<file path="src/rtl/spi_cmd_regfile.sv">
// Commits completed 40-bit SPI frames into the CLOCK_50 domain: validates CS-low
// duration and reserved bits, updates a command register file, counts frames/errors.
module spi_cmd_regfile #(
    parameter int MIN_LOW    = 64,
    parameter int SETTLE_CYC = 4,
    parameter int NREG       = 16,
    localparam int IW        = $clog2(NREG),
    localparam int SW        = $clog2(SETTLE_CYC + 1)
) (
    input  logic          CLOCK_50,
    input  logic          reset,
    input  logic          spi_cs,
    input  logic [39:0]   q_frame,
    input  logic [IW-1:0] rd_idx,
    output logic [31:0]   rd_data,
    output logic [7:0]    addr_latched,
    output logic          wr_pulse,
    output logic [IW-1:0] wr_idx,
    output logic          frame_valid,
    output logic [15:0]   frame_count,
    output logic [7:0]    err_count
);

    typedef enum logic [1:0] {IDLE, FRAME, SETTLE, CHECK} state_t;

    state_t        state, state_n;
    logic          cs_m, cs_s, cs_prev;
    logic          cs_fall, cs_rise;
    logic [15:0]   low_cnt, low_cnt_n;
    logic [SW-1:0] set_cnt, set_cnt_n;
    logic [7:0]    err_count_n, addr_latched_n;
    logic [15:0]   frame_count_n;
    logic          wr_pulse_n, frame_valid_n;
    logic [IW-1:0] wr_idx_n;
    logic [31:0]   wr_data, wr_data_n;
    logic          reject;
    logic [31:0]   regs [NREG];

    assign cs_fall = cs_prev & ~cs_s;
    assign cs_rise = ~cs_prev & cs_s;
    assign reject  = (low_cnt < 16'(MIN_LOW)) || (q_frame[39] && (q_frame[38:36] != 3'b000));
    assign rd_data = regs[rd_idx];

    // Synchronizer idles high so reset never fabricates a CS edge on its own.
    always_ff @(posedge CLOCK_50) begin
        if (reset) begin
            cs_m    <= 1'b1;
            cs_s    <= 1'b1;
            cs_prev <= 1'b1;
        end else begin
            cs_m    <= spi_cs;
            cs_s    <= cs_m;
            cs_prev <= cs_s;
        end
    end

    always_ff @(posedge CLOCK_50) begin
        if (reset) begin
            state        <= IDLE;
            low_cnt      <= '0;
            set_cnt      <= '0;
            err_count    <= '0;
            frame_count  <= '0;
            addr_latched <= '0;
            wr_pulse     <= 1'b0;
            wr_idx       <= '0;
            wr_data      <= '0;
            frame_valid  <= 1'b0;
        end else begin
            state        <= state_n;
            low_cnt      <= low_cnt_n;
            set_cnt      <= set_cnt_n;
            err_count    <= err_count_n;
            frame_count  <= frame_count_n;
            addr_latched <= addr_latched_n;
            wr_pulse     <= wr_pulse_n;
            wr_idx       <= wr_idx_n;
            wr_data      <= wr_data_n;
            frame_valid  <= frame_valid_n;
        end
    end

    always_comb begin
        state_n        = state;
        low_cnt_n      = low_cnt;
        set_cnt_n      = set_cnt;
        err_count_n    = err_count;
        frame_count_n  = frame_count;
        addr_latched_n = addr_latched;
        wr_pulse_n     = 1'b0;
        frame_valid_n  = 1'b0;
        wr_idx_n       = wr_idx;
        wr_data_n      = wr_data;
        case (state)
            IDLE: begin
                if (cs_fall) begin
                    state_n   = FRAME;
                    low_cnt_n = '0;
                end
            end
            FRAME: begin
                if (low_cnt != 16'hFFFF) low_cnt_n = low_cnt + 16'd1;
                if (cs_rise) begin
                    state_n   = SETTLE;
                    set_cnt_n = '0;
                end
            end
            SETTLE: begin
                // A fall before sampling means q may be mid-shift: drop the frame.
                if (cs_fall) begin
                    if (err_count != 8'hFF) err_count_n = err_count + 8'd1;
                    state_n   = FRAME;
                    low_cnt_n = '0;
                end else begin
                    set_cnt_n = set_cnt + SW'(1);
                    if (set_cnt == SW'(SETTLE_CYC - 1)) state_n = CHECK;
                end
            end
            CHECK: begin
                if (reject) begin
                    if (err_count != 8'hFF) err_count_n = err_count + 8'd1;
                end else begin
                    frame_valid_n  = 1'b1;
                    frame_count_n  = frame_count + 16'd1;
                    addr_latched_n = q_frame[39:32];
                    if (q_frame[39]) begin
                        wr_pulse_n = 1'b1;
                        wr_idx_n   = q_frame[32 +: IW];
                        wr_data_n  = q_frame[31:0];
                    end
                end
                if (cs_s) begin
                    state_n = IDLE;
                end else begin
                    state_n   = FRAME;
                    low_cnt_n = '0;
                end
            end
            default: state_n = IDLE;
        endcase
    end

    // Register write lands one cycle after the strobe.
    always_ff @(posedge CLOCK_50) begin
        if (reset) begin
            for (int i = 0; i < NREG; i++) regs[i] <= '0;
        end else if (wr_pulse) begin
            regs[wr_idx] <= wr_data;
        end
    end

endmodule

</file>
<file path="config.mk">
export PLATFORM = sky130hd
export DESIGN_NAME = spi_cmd_regfile
export DESIGN_NICKNAME = d
export VERILOG_FILES = /design/src/rtl/spi_cmd_regfile.sv
export SDC_FILE = /design/constraint.sdc
export NUM_CORES = 1
export LEC_CHECK = 0
export CORE_AREA = 5 5 238 240
export DETAILED_ROUTE_END_ITERATION = 12
export DIE_AREA = 0 0 243 245
export DONT_BUFFER_PORTS = 1
export PLACE_DENSITY = 0.77
export SLEW_MARGIN = 25
export SYNTH_ARGS = -nofsm -noshare
export SYNTH_HDL_FRONTEND = slang
export SYNTH_SLANG_ARGS = --single-unit
</file>
<file path="constraint.sdc">
create_clock -name CLOCK_50 -period 2.4 [get_ports CLOCK_50]
set_input_delay 0.48 -clock CLOCK_50 [delete_from_list [all_inputs] [get_ports CLOCK_50]]
set_output_delay 0.48 -clock CLOCK_50 [all_outputs]
set_load 0.01 [all_outputs]
</file>
==> results of run 1 <==
stage by stage:
step	instance area, um^2	setup WS, ns
finish	30000	-0.191
global route	30000	-0.215
CTS	30000	-0.211
detailed placement	27800	0.296
global placement	27800	0.312
floorplan	26800	0.00347
Yosys cell counts (2+ instances only):
library cell	count
and2_1	519
edfxtp_1	512
mux4_2	160
clkbuf_1	124
nand2_1	107
dfxtp_1	94
a21oi_1	58
nor2_1	55
or2_2	20
xnor2_1	17
buf_2	16
nor3_1	12
xor2_1	11
nand3_1	10
nand4_1	10
o21ai_0	10
nor4_1	8
or3_1	7
and4_1	5
ha_1	5
inv_1	5
o211ai_1	5
a2111oi_0	4
and3_1	4
buf_1	4
nand2b_1	4
nor2b_1	4
a311oi_1	2
mux2i_1	2
nor4_4	2
o2111a_1	2
o2111ai_1	2
layer usage:
metal  wire length [um]  vias up
met5                  0        -
met2              34000      738
met4               2220        0
li1                   -     6655
met3               5970      137
met1              24800     7763
registers in the layout, summed over array words and instances (netlist names):
register and cells:
addr_latched 8, cs_s 1, cs_m 1, frame_valid 1, wr_data 32, regs 512
err_count 8, wr_idx 4, state 2, frame_count 16, low_cnt 16, wr_pulse 1
cs_prev 1, set_cnt 3
worst max-delay path: stages, from the launching register on:
cell and delay, ns:
edfxtp_1 0.44, mux4_2 0.49, mux4_2 0.57
cells by family (layout without fill, tap and decap cells):
| kind of cell | after synthesis | in the layout | share of synthesized area (%) |
|---|---|---|---|
| fa+ha+maj | 5 | 5 | 0.234 |
| xor+xnor | 28 | 28 | 0.916 |
| buf+inv | 149 | 219 | 2.16 |
| flops | 606 | 606 | 64.5 |
| mux | 163 | 163 | 13.6 |
| simple gates | 772 | 772 | 16.6 |
| compound gates | 90 | 90 | 1.98 |
power by group:
part,leakage [nW],internal [mW],total [mW],switching [mW]
combinational,3.59,0.582,1.12,0.536
sequential,5.62,11.8,11.9,0.131
clock,0.927,5.13,9.06,3.93
worst max-delay path by stage:
| stage | startpoint | endpoint | slack, ns | cells past startpoint |
|---|---|---|---|---|
| 6_report | regs[13][29] | rd_data[29] | -0.19 | 2 |
| 5_1_grt | regs[15][16] | rd_data[16] | -0.21 | 2 |
| 4_1_cts | regs[13][29] | rd_data[29] | -0.21 | 2 |
| 3_5_place_dp | rd_idx[0] | rd_data[20] | 0.30 | 2 |
| 3_3_place_gp | rd_idx[0] | rd_data[0] | 0.31 | 2 |
| 2_1_floorplan | rd_idx[1] | rd_data[0] | 0.003 | 4 |
final cells by class:
cell class                 count  area (um^2)
clock buffer                  93         1720
clock inverter                19          165
fill                        4184        24400
inverter                       5         18.8
multi-input combinational   1058         8990
sequential                   606        17300
tap                          704          881
timing repair buffer         102         1010
timing repair:
item / CTS / global route
endpoints found under the setup margin: 32 / 33
endpoints found under the hold margin: 76 / 0
gates resized for setup: 0 / 2
pin swaps: 0 / 0
hold buffers: 34 / 0
==> results.md, run 1 <==
* Outcome: complete, but fails checks
* Failing checks: negative setup slack
* Nets at 1,884
* Worst Hold Class: primary input to flop
* Most Crowded Layer GR: met2
* Worst Tran Pin Value at 0.702 ns
* Max clock buf depth at 3
* Die area at 59,500 um^2
* Mapped Nets at 1,865
* DRT antenna net count at 0
* Synth async-reset ratio at 0%
* DRC at 0
* Final Total Pwr at 22.1 mW
* Kind of critical path: flop to primary output
* Root buffer cell: clkbuf_16
* Total core area at 54,400 um^2
* Register area share after synthesis at 64.5%
* Post-synthesis cell count at 1,813
* Post-CTS setup buffers at 0
* Synth Register Bits at 606
* Worst-path maximum fanout at 1
* Avg Synthesized Cell Area at 14.8 um^2
* Clock sinks at 606
* Share of cells above drive strength 1 at 19.1%
* Final RePlAce weighted congestion at 0.797
* Io pins at 117
* Die height at 245 um
* Setup TNS at -3.46 ns
* RSZ-0062 raised after global routing: yes
* Synthesized area at 26,800 um^2
* Met3 usage at 5.37%
* Initial Utilization at 49.2%
* Core Util, Final at 55.2%
* CP Capture Type: primary output
* Synth warn at 0
* Fin Hold WS at 0.0343 ns
* Min-delay src: q_frame[14]
* Layout area overhead at 12.2%
* Number of diodes at 0
* GR Util met1 at 28.6%
* TritonCTS clock tree: built
* Fin worst setup slack at -0.191 ns
* Vias at 15,300
* Leakage at 10.1 nW
* Final Skew at 0.0182 ns
* Clock-pin slew on the worst setup and hold paths at 0.06 ns
* Setup-failing EPs final at 32
* Worst skew pair latency at 0.63 ns
* CP Data Required Time at 1.92 ns
* Final instance count without filler cells at 2,587
* Met2 Resource Use GR at 38.4%
* Worst vdd ir at 506 uV
* Flop-to-flop setup slack at 0.18 ns
* WP data arrival at 2.11 ns
* Die X at 243 um
* Pwr/cell area at 737 nW/um^2
* Relative slew slack at 52.8%
* Initial antenna violation count at 2
* Fin. Hold Viols at 0
* CTS H-Tree Depth at 2
* Fmax at 386 MHz
* R2r worst-path depth at 7
* Max-cap violations at 0
* Wirelength, routed at 67,000 um
* CP Launch Type: flop
* Row cnt at 86
* Distinct cells, synth at 45
* Reg-to-Reg End: wr_data[30]
* Placed cell count at 2,441
* Final worst-path cycle share at 108%
* Final Critical Period at 2.59 ns
* Share of the synthesized area in the top cell type at 57.5%
* Leading cell types in the layout, fill and taps excluded: 518 x and2_1, 512 x edfxtp_1, 160 x mux4_2
* Hold path endpoint: wr_data[14]
* Port Buf Inserts at 0
* Synth area leaders: edfxtp_1 57%, mux4_2 13%, and2_1 12%
* Cell taking the most area after synthesis: edfxtp_1
* Slew Limit Fails at 0
* Via/cell ratio at 5.91
* Overall Global Routing Usage at 22.5%
* Most common cell after layout, fill and taps aside: and2_1
* Detailed Route Iter0 Violations at 1,823
* Vias in the first global route at 15,800
* Largest net degree at the start of global routing at 129
* Total CTS buffers at 59
* DR WL/cell at 25.9 um
* Main synth FF type: edfxtp_1
* Hold path depth at 2
* DP HPWL at 38,200 um
* Drt first pass iters at 5
* Total grt overflow at 0
* Worst flop-to-flop path startpoint: low_cnt[6]
* First-pass GRT wire length at 101,000 um
* Number of flops mapped to enable cells by yosys at 512
No activity file was read; power rests on OpenSTA's default activity.
==> run 2, diff against run 1 <==
Settings changed: ABC_AREA from default to 1, CORE_AREA 5 5 238 240 to 5 5 240 242, DIE_AREA 0 0 243 245 to 0 0 245 247.
==> results.md, run 2 <==
* Relative slew slack at 51.8% (was 52.8%)
* Layout area overhead at 9.31% (was 12.2%)
* Register area share after synthesis at 63.5% (was 64.5%)
* Vias at 20,400 (was 15,300)
* Clock-pin slew on the worst setup and hold paths at 0.06 ns (about the same)
* Setup TNS at 0 ns (was -3.46 ns)
* Worst vdd ir at 571 uV (was 506 uV)
* Share of the synthesized area in the top cell type at 56.6% (was 57.5%)
* Fmax at 438 MHz (was 386 MHz)
* DR WL/cell at 22.4 um (was 25.9 um)
* Kind of critical path: primary input to primary output (was flop to primary output)
* P_int at 17.2 mW (was 17.5 mW)
* Port Buf Inserts at 0 (unchanged)
* Leading cell types in the layout, fill and taps excluded: 817 x nor2_1, 512 x edfxtp_1, 262 x o21ai_0 (was 518 x and2_1, 512 x edfxtp_1, 160 x mux4_2)
* Sw Share at 21.9% (was 20.8%)
* First-pass GRT wire length at 116,000 um (was 101,000 um)
* Pwr/cell area at 740 nW/um^2 (was 737 nW/um^2)
* Cell taking the most area after synthesis: edfxtp_1 (unchanged)
* Worst-path maximum fanout at 257 (was 1)
* Max reg flops at 512 (unchanged)
* Initial Utilization at 49.5% (was 49.2%)
* Drt first pass iters at 6 (was 5)
* RSZ-0062 raised after global routing: no (was yes)
* Main synth FF type: edfxtp_1 (unchanged)
* Initial antenna violation count at 0 (was 2)
* Reg power frac at 53.5% (was 54.0%)
* Worst Tran Pin Value at 0.719 ns (was 0.702 ns)
* Post-synthesis cell count at 2,675 (was 1,813)
* Row cnt at 86 (unchanged)
* Root buffer cell: clkbuf_16 (unchanged)
* Die area at 60,500 um^2 (was 59,500 um^2)
* Nets at 2,668 (was 1,884)
* Synth warn at 0 (unchanged)
* Share of cells above drive strength 1 at 10.3% (was 19.1%)
* Clk network pwr share at 41.3% (was 41.0%)
* Final worst-path cycle share at 95.2% (was 108%)
* Number of flops mapped to enable cells by yosys at 512 (unchanged)
* Fin. Hold Viols at 0 (unchanged)
* Total grt overflow at 0 (unchanged)
* Clock sinks at 606 (unchanged)
* CP Launch Type: primary input (was flop)
* CP Capture Type: primary output (unchanged)
* Commonest cells post-synth: 817 x nor2_1, 512 x edfxtp_1, 262 x o21ai_0, 259 x nand2_1, 115 x clkbuf_1 (was 519 x and2_1, 512 x edfxtp_1, 160 x mux4_2, 124 x clkbuf_1, 107 x nand2_1)
* Die height at 247 um (was 245 um)
* DP HPWL at 40,400 um (was 38,200 um)
* Final RePlAce weighted congestion at 0.884 (was 0.797)
* Largest regs: regs: 512 flops, wr_data: 32 flops (unchanged)
* Worst Hold Class: primary input to flop (unchanged)
* Most common cell in the synthesized netlist: nor2_1 (was and2_1)
* Io pins at 117 (unchanged)
* Outcome: completed (was complete, but fails checks)
* Synth async-reset ratio at 0% (unchanged)
* Comb pwr share at 5.2% (was 5.1%)
* DRC at 0 (unchanged)
* Mapped Nets at 2,727 (was 1,865)
* Total core area at 54,900 um^2 (was 54,400 um^2)
* Setup-failing EPs final at 0 (was 32)
* Synth Register Bits at 606 (unchanged)
* Most common cell after layout, fill and taps aside: nor2_1 (was and2_1)
* Avg Synthesized Cell Area at 10.2 um^2 (was 14.8 um^2)
* Worst skew pair latency at 0.63 ns (about the same)
* Core Util, Final at 54.1% (was 55.2%)
* Max-cap violations at 0 (unchanged)
* Total CTS buffers at 57 (was 59)
* WP data arrival at 1.80 ns (was 2.11 ns)
* Overall Global Routing Usage at 24.4% (was 22.5%)
* Wirelength, routed at 75,300 um (was 67,000 um)
* Vias in the first global route at 20,100 (was 15,800)
* Total of fill cells in the finished design at 4,582 (was 4,184)
* Distinct cells, synth at 39 (was 45)
* Slew Limit Fails at 0 (unchanged)
* Synthesized area at 27,200 um^2 (was 26,800 um^2)
* Synth area leaders: edfxtp_1 57%, nor2_1 11%, dfxtp_1 6.9% (was edfxtp_1 57%, mux4_2 13%, and2_1 12%)
* Leakage at 10.1 nW (about the same)
* Final Skew at 0.0243 ns (was 0.0182 ns)
* TritonCTS clock tree: built (unchanged)
* CP Data Required Time at 1.92 ns (about the same)
* Die X at 245 um (was 243 um)
* CTS H-Tree Depth at 2 (unchanged)
* Largest Register: regs (unchanged)
* Final Critical Period at 2.28 ns (was 2.59 ns)
* Psw at 4.82 mW (was 4.59 mW)
* DRT antenna net count at 0 (unchanged)
* Detailed Route Iter0 Violations at 2,834 (was 1,823)
* Number of diodes at 0 (unchanged)
* Max clock buf depth at 3 (unchanged)
* Via/cell ratio at 6.07 (was 5.91)
* Largest net degree at the start of global routing at 258 (was 129)
run 2: cell count changes after synthesis, moves of 30 or more:
cell and delta:
o22ai_1 +32, o221ai_1 +96, nand3_1 +54, clkinv_1 +33, nor2_1 +762, mux4_2 -160
nor2_2 +81, buf_2 +30, buf_6 +37, inv_1 +42, and2_1 -519, o21ai_0 +252
nand2_1 +152
run 2: layer usage:
metal  track usage, %  routed length, um  vias to the layer above
met1             31.7              27800                     9855
met2             40.7              36500                     1304
met5                0                  0                        -
met4             8.94               2720                        0
met3             5.20               8300                      188
li1                 -                  -                     9072
run 2: area by class of cell:
type                            count  area (um^2)  area share (%)
Inverter                           85          325            1.10
Clock buffer                       67         1470            4.96
Sequential cell                   606        17300            58.1
Clock inverter                     35          377            1.27
Timing Repair Buffer               91          911            3.07
Tap cell                          704          881            2.97
Multi-Input combinational cell   1775         8480            28.6
run 2: worst paths after layout:
kind,start,slack [ns],cells after the start,endpoint
worst max-delay path,rd_idx[0],0.12,6,rd_data[21]
worst min-delay path,q_frame[16],0.02,2,wr_data[16]
worst max register to register,wr_pulse,0.23,5,regs[14][17]
worst min register to register,cs_m,0.40,1,cs_s
run 2: worst max-delay path, stage by stage:
cell	delay, ns
inv_6	0.23
buf_4	0.29
o21ai_0	0.13
o221ai_1	0.20
nand3_1	0.13
nand2_1	0.26
run 2: power groups by stage:
| stage | registers, mW | clock network (mW) | logic [mW] |
|---|---|---|---|
| floorplan | 11.9 | 0 | 0.794 |
| global placement | 12.0 | 0 | 1.03 |
| detailed placement | 12.0 | 0 | 1.07 |
| CTS | 11.8 | 9.17 | 1.13 |
| global route | 11.8 | 9.60 | 1.22 |
| finish | 11.8 | 9.09 | 1.13 |
run 2: kinds of logic (layout without fill, tap and decap cells):
group	count (synthesis)	after routing	synth area share [%]
flops	606	606	63.5
simple gates	1273	1273	19.5
compound gates	478	478	10.7
fa+ha+maj	5	5	0.230
xor+xnor	19	19	0.612
buf+inv	294	278	5.46
run 2: stage by stage:
step / std cells / area [um^2] / hold slack [ns] / worst slack (ns) / power [mW]
3_5_place_dp: 3229 / 27500 / 0.407 / 0.255 / 13.0
4_1_cts: 3363 / 29700 / 0.000203 / 0.150 / 22.1
2_1_floorplan: 2675 / 27200 / 0.389 / 0.184 / 12.7
3_3_place_gp: 3229 / 27500 / 0.394 / 0.275 / 13.0
6_report: 3363 / 29700 / 0.0209 / 0.116 / 22.0
5_1_grt: 3363 / 29700 / 0.0131 / 0.0789 / 22.6
run 2: repair_timing:
item | in CTS | in global routing
hold endpoints to repair | 75 | 0
setup buffers | 0 | 0
endpoints found under the setup margin | 0 | 0
gates resized for setup | 0 | 0
hold buffers | 32 | 0
